`config.mk`:
```
export PLATFORM = sky130hd
export DESIGN_NAME = uart_rx_buffer_ctrl
export DESIGN_NICKNAME = d
export VERILOG_FILES = /design/src/rtl/uart_pkg.sv /design/src/rtl/uart_rx_fifo.sv /design/src/rtl/uart_rx_buffer_ctrl.sv
export SDC_FILE = /design/constraint.sdc
export NUM_CORES = 1
export LEC_CHECK = 0
export CELL_PAD_IN_SITES_DETAIL_PLACEMENT = 1
export CELL_PAD_IN_SITES_GLOBAL_PLACEMENT = 1
export CORE_AREA = 5 5 76 95
export DETAILED_ROUTE_END_ITERATION = 12
export DIE_AREA = 0 0 81 100
export GPL_TIMING_DRIVEN = 0
export PLACE_DENSITY_LB_ADDON = 0.1
export SYNTH_ARGS = -nofsm -noshare
export SYNTH_HDL_FRONTEND = slang
export SYNTH_SLANG_ARGS = --single-unit
```
`constraint.sdc`:
```
create_clock -name CLOCK -period 2.15 [get_ports CLOCK]
set_input_delay 0.215 -clock CLOCK [delete_from_list [all_inputs] [get_ports CLOCK]]
set_output_delay 0.215 -clock CLOCK [all_outputs]
set_load 0.02 [all_outputs]
```
`src/rtl/uart_pkg.sv`:
```
// Shared constants for the UART receive path: default widths and the
// bit positions of the status word {irq, frm_err, ovr_err, rd_valid}.
package uart_pkg;

    localparam int DATA_W_DEF = 8;
    localparam int CNT_W_DEF  = 8;

    localparam int STAT_RD_VALID = 0;
    localparam int STAT_OVR_ERR  = 1;
    localparam int STAT_FRM_ERR  = 2;
    localparam int STAT_IRQ      = 3;
    localparam int STAT_W        = 4;

endpackage

```
`src/rtl/uart_rx_fifo.sv`:
```
// Show-ahead receive FIFO: storage array, wrapping pointers, occupancy count
// and a registered head-of-queue output. Callers must not push when full or pop when empty.
module uart_rx_fifo import uart_pkg::*; #(
    parameter int DEPTH  = 4,
    parameter int DATA_W = DATA_W_DEF,
    localparam int AW    = $clog2(DEPTH),
    localparam int LW    = AW + 1
) (
    input  logic              clk,
    input  logic              rst,
    input  logic              push,
    input  logic              pop,
    input  logic              flush,
    input  logic [DATA_W-1:0] wr_data,
    output logic [DATA_W-1:0] rd_data,
    output logic [LW-1:0]     level,
    output logic              full,
    output logic              empty
);

    logic [DATA_W-1:0] mem [DEPTH];
    logic [AW-1:0]     wr_ptr;
    logic [AW-1:0]     rd_ptr;
    logic [AW-1:0]     rd_ptr_inc;

    assign rd_ptr_inc = rd_ptr + 1'b1;
    assign empty      = (level == '0);
    assign full       = (level == LW'(DEPTH));

    always_ff @(posedge clk) begin
        if (push && !flush) begin
            mem[wr_ptr] <= wr_data;
        end
    end

    // rd_data tracks the head so a byte is visible the cycle after it lands.
    always_ff @(posedge clk or posedge rst) begin
        if (rst) begin
            wr_ptr  <= '0;
            rd_ptr  <= '0;
            level   <= '0;
            rd_data <= '0;
        end else if (flush) begin
            wr_ptr <= '0;
            rd_ptr <= '0;
            level  <= '0;
        end else begin
            if (push) begin
                wr_ptr <= wr_ptr + 1'b1;
            end
            if (pop) begin
                rd_ptr <= rd_ptr_inc;
            end
            if (push && !pop) begin
                level <= level + 1'b1;
            end else if (!push && pop) begin
                level <= level - 1'b1;
            end
            // The incoming byte becomes the head when the queue is (or is about to be) empty.
            if (push && (empty || (pop && level == LW'(1)))) begin
                rd_data <= wr_data;
            end else if (pop) begin
                rd_data <= mem[rd_ptr_inc];
            end
        end
    end

endmodule

```
`src/rtl/uart_rx_buffer_ctrl.sv`:
```
// Receive-side buffer controller: qualifies receive-FSM strobes, queues bytes
// for the core, and keeps sticky error flags, a framing-error count and an irq.
module uart_rx_buffer_ctrl import uart_pkg::*; #(
    parameter int DEPTH  = 4,
    parameter int DATA_W = DATA_W_DEF,
    parameter int CNT_W  = CNT_W_DEF
) (
    input  logic                    CLOCK,
    input  logic                    reset,
    input  logic [DATA_W-1:0]       rx_data,
    input  logic                    load_buffer,
    input  logic                    SFE,
    input  logic                    rx_enable,
    input  logic                    flush,
    input  logic                    clr_err,
    input  logic                    irq_en,
    input  logic                    rd_ack,
    output logic [DATA_W-1:0]       rd_data,
    output logic                    rd_valid,
    output logic [$clog2(DEPTH):0]  level,
    output logic                    ovr_err,
    output logic                    frm_err,
    output logic [CNT_W-1:0]        frm_cnt,
    output logic                    irq
);

    logic push_req;
    logic err_evt;
    logic pop;
    logic push;
    logic ovr_evt;
    logic full;
    logic empty;

    function automatic logic [CNT_W-1:0] sat_inc(input logic [CNT_W-1:0] v);
        return (&v) ? v : v + 1'b1;
    endfunction

    // A byte with a bad stop bit is reported as a framing error and never stored.
    assign push_req = rx_enable & load_buffer & ~SFE;
    assign err_evt  = rx_enable & SFE;
    assign pop      = rd_ack & ~empty;
    assign push     = push_req & (~full | pop);
    assign ovr_evt  = push_req & full & ~pop & ~flush;
    assign rd_valid = ~empty;

    uart_rx_fifo #(
        .DEPTH  (DEPTH),
        .DATA_W (DATA_W)
    ) u_fifo (
        .clk     (CLOCK),
        .rst     (reset),
        .push    (push),
        .pop     (pop),
        .flush   (flush),
        .wr_data (rx_data),
        .rd_data (rd_data),
        .level   (level),
        .full    (full),
        .empty   (empty)
    );

    // New error events take priority over a same-cycle clear.
    always_ff @(posedge CLOCK or posedge reset) begin
        if (reset) begin
            ovr_err <= 1'b0;
            frm_err <= 1'b0;
            frm_cnt <= '0;
        end else begin
            if (ovr_evt) begin
                ovr_err <= 1'b1;
            end else if (clr_err) begin
                ovr_err <= 1'b0;
            end
            if (err_evt) begin
                frm_err <= 1'b1;
                frm_cnt <= clr_err ? CNT_W'(1) : sat_inc(frm_cnt);
            end else if (clr_err) begin
                frm_err <= 1'b0;
                frm_cnt <= '0;
            end
        end
    end

    // Built from the registered status, so it trails it by one cycle.
    always_ff @(posedge CLOCK or posedge reset) begin
        if (reset) begin
            irq <= 1'b0;
        end else begin
            irq <= irq_en & (rd_valid | ovr_err | frm_err);
        end
    end

endmodule
```
==> summary.txt <==
Outcome
  • Outcome: finished, final reports clean

Routing
  • Vias: 1758
  • DRC: 0
  • Post-Route WL: 6220 µm
  • Iter 0 DRT Violations: 79
  • DR pass1 iterations: 6
  • Antenna viol nets, final: 0
  • Post-detailed-route via-to-cell ratio: 5.46
  • Avg WL per Cell: 19.3 µm

STA
  • Final min period: 2020 ps
  • Final period util: 0.939
  • Final setup TNS: 0 ps
  • RSZ-0062 raised after global routing: no
  • Hold slack final: 287 ps
  • Slew @ Worst Pin: 1150 ps
  • Hold Violations, Final: 0
  • Final Skew: 6.04 ps
  • F_max: 0.496 GHz
  • Final Max Tran Viols: 0
  • Final Setup Violations: 0
  • Slew HR: 0.230
  • Setup ws final: 132 ps

Synthesis
  • Syn nets: 210
  • Synth cell types: 45
  • Syn_area_per_cell: 14.4 µm²
  • Top area cells in the synthesized netlist: edfxtp_1 36%, dfrtp_1 25%, mux4_2 6.8%
  • Post-Syn Instances: 184
  • Syn Std Cell Area: 2650 µm²
  • Largest area contributor in the netlist: edfxtp_1
  • Sequential area share after synthesis: 0.609
  • Top-area cell type share of the netlist area: 0.363
  • EDFF count, synth: 32
  • Ys Warns: 0
  • Seq cells post-synth: 58
  • Commonest register cell after synthesis: edfxtp_1
  • Ys async rst share: 0.448

Finish
  • Commonest non-fill, non-tap cell in the layout: clkdlybuf4s50_1
  • Final Core Density: 0.542
  • Layout area overhead: 26.3%
  • Layout cell share with drive strength beyond 1: 0.148
  • Ant diodes: 0
  • # fillers: 650
  • Nets: 258
  • Most frequent cells in the layout: 36 x clkdlybuf4s50_1, 32 x edfxtp_1, 24 x dfrtp_1
  • Final Cell Area: 3340 µm²
  • Non-filler cells in the finished layout: 322

Clocking
  • Sink Count: 58
  • H-tree Lvls: 3
  • Clk_lat worst skew: 330 ps
  • Reg clk slew, reported paths: 70 ps
  • Clock Tree Buf Depth: 2
  • Root Driver: clkbuf_8
  • CTS tree: yes
  • Total CTS buffers: 9
  • Cts hold-fix bufs: 0

Floorplanning
  • Cell Rows: 32
  • Die Area: 8100 µm²
  • Die Wd: 81 µm
  • Initial Util: 0.429
  • Die Ht: 100 µm
  • Core area: 6170 µm²
  • Ports: 40

Placement
  • Post-DP HPWL: 4270 µm
  • PortBufs: 37
  • Placer Congestion: 0.841
  • Dpl cell area: 3120 µm²
  • Placed insts: 306
  • Place WS: -120 ps

Worst setup path
  • Worst path top cell family by delay: simple AND/OR/NAND/NOR gates
  • Setup crit end kind: flop
  • CP most frequent cell: buf_6
  • Crit start category: flop
  • Worst EP arrival: 2240 ps
  • Critical-path cell with the highest stage delay: dfrtp_2
  • Crit-path cells: inv_1, ha_2, a21oi_1, or3_4, buf_6, or3b_1, buf_6, o221a_1
  • WP buf/inv: 3
  • Worst EP required: 2370 ps
  • Largest fanout on the critical path: 10
  • Slowest stage delay, CP: 410 ps
  • Crit Path Class: reg -> reg

GRT
  • Vias in the first global route: 1985
  • First-pass GRT wire length: 10300 µm
  • Initial antenna violation count: 0
  • Grt total ovfl: 0
  • GRT Util Overall: 0.171
  • Largest net degree at the start of global routing: 27

Power
  • PD cells: 1020 nW/µm²
  • Total power: 3.41 mW
  • Max VDD drop: 0.000422 V
  • Pleak: 1.18 nW

Min path
  • Worst Hold Class: in -> reg

Job
  • Max-cap violations: 0
metal layers:
layer	wire, µm	part of all wire	vias to the layer above	global-route usage
met1	2570	0.41	904	0.197
met3	179	0.029	10	0.0305
met5	0	0	-	0
met2	3370	0.54	36	0.302
met4	110	0.018	0	0.0793
li1	-	-	808	-
state kept, by name, summed over array words and instances (netlist names):
name	cells
u_fifo.rd_ptr	2
frm_cnt	8
ovr_err	1
frm_err	1
irq	1
u_fifo.wr_ptr	2
u_fifo.level	3
u_fifo.mem	32
u_fifo.rd_data	8
what timing repair did:
action / in CTS / in global routing
setup endpoints to repair: 24 / 16
gates resized for setup: 4 / 4
buffers inserted: 0 / 0
cloned: 0 / 0
pin swaps: 0 / 0
where the power goes:
group / switching [mW] / internal (mW)
Combinational: 0.493 / 0.463
Sequential: 0.0825 / 1.30
Clock: 0.429 / 0.649
tightest hold or removal path, cell delays in order:
cell and delay [ps]:
buf_4 140, nand3b_1 140, o32ai_1 80
layout make-up:
class                   count  area [µm²]  share of cell area
repair buffers             37         369               0.110
inverters                  10        37.5              0.0112
clock buffers              11         131              0.0393
plain buffers               8        48.8              0.0146
multi-input cells         108         955               0.286
clock inverters             5        78.8              0.0236
well taps                  85         106              0.0318
flip-flops and latches     58        1610               0.483
cell usage after synthesis (3+ instances only):
| cell type | number |
|---|---|
| inv_1 | 10 |
| edfxtp_1 | 32 |
| xnor2_1 | 3 |
| clkbuf_1 | 5 |
| dfrtp_1 | 26 |
| or3_1 | 9 |
| nor2_1 | 8 |
| nand2_1 | 5 |
| and2_1 | 4 |
| or4_1 | 3 |
| mux4_2 | 8 |
| o221a_1 | 8 |
| a21oi_1 | 7 |
| ha_1 | 9 |
| o21ai_0 | 3 |
| nand3_1 | 6 |
cell families (layout without fill, tap and decap cells):
family                   Yosys count  in the layout  synth area share
buffers and inverters             18             71            0.0326
flip-flops                        58             58             0.609
multiplexers                      10             10            0.0757
adder cells (fa/ha/maj)            9              9            0.0426
AO/OA/AOI/OAI                     36             36             0.113
AND/OR/NAND/NOR                   48             48             0.110
XOR/XNOR                           5              5            0.0166
final timing paths:
path | start | end | cells after the start | slack [ps]
worst min-delay path | rd_ack | ovr_err | 3 | 290
max in group asynchronous | reset | u_fifo.level[0] | 2 | 900
min in group asynchronous | reset | u_fifo.rd_data[3] | 2 | 480
worst max register to register | u_fifo.level[0] | u_fifo.rd_data[3] | 8 | 130
worst max-delay path | u_fifo.level[0] | u_fifo.rd_data[3] | 8 | 130
worst min register to register | frm_err | irq | 1 | 560
Note: power is estimated with default switching activity, not from simulation.
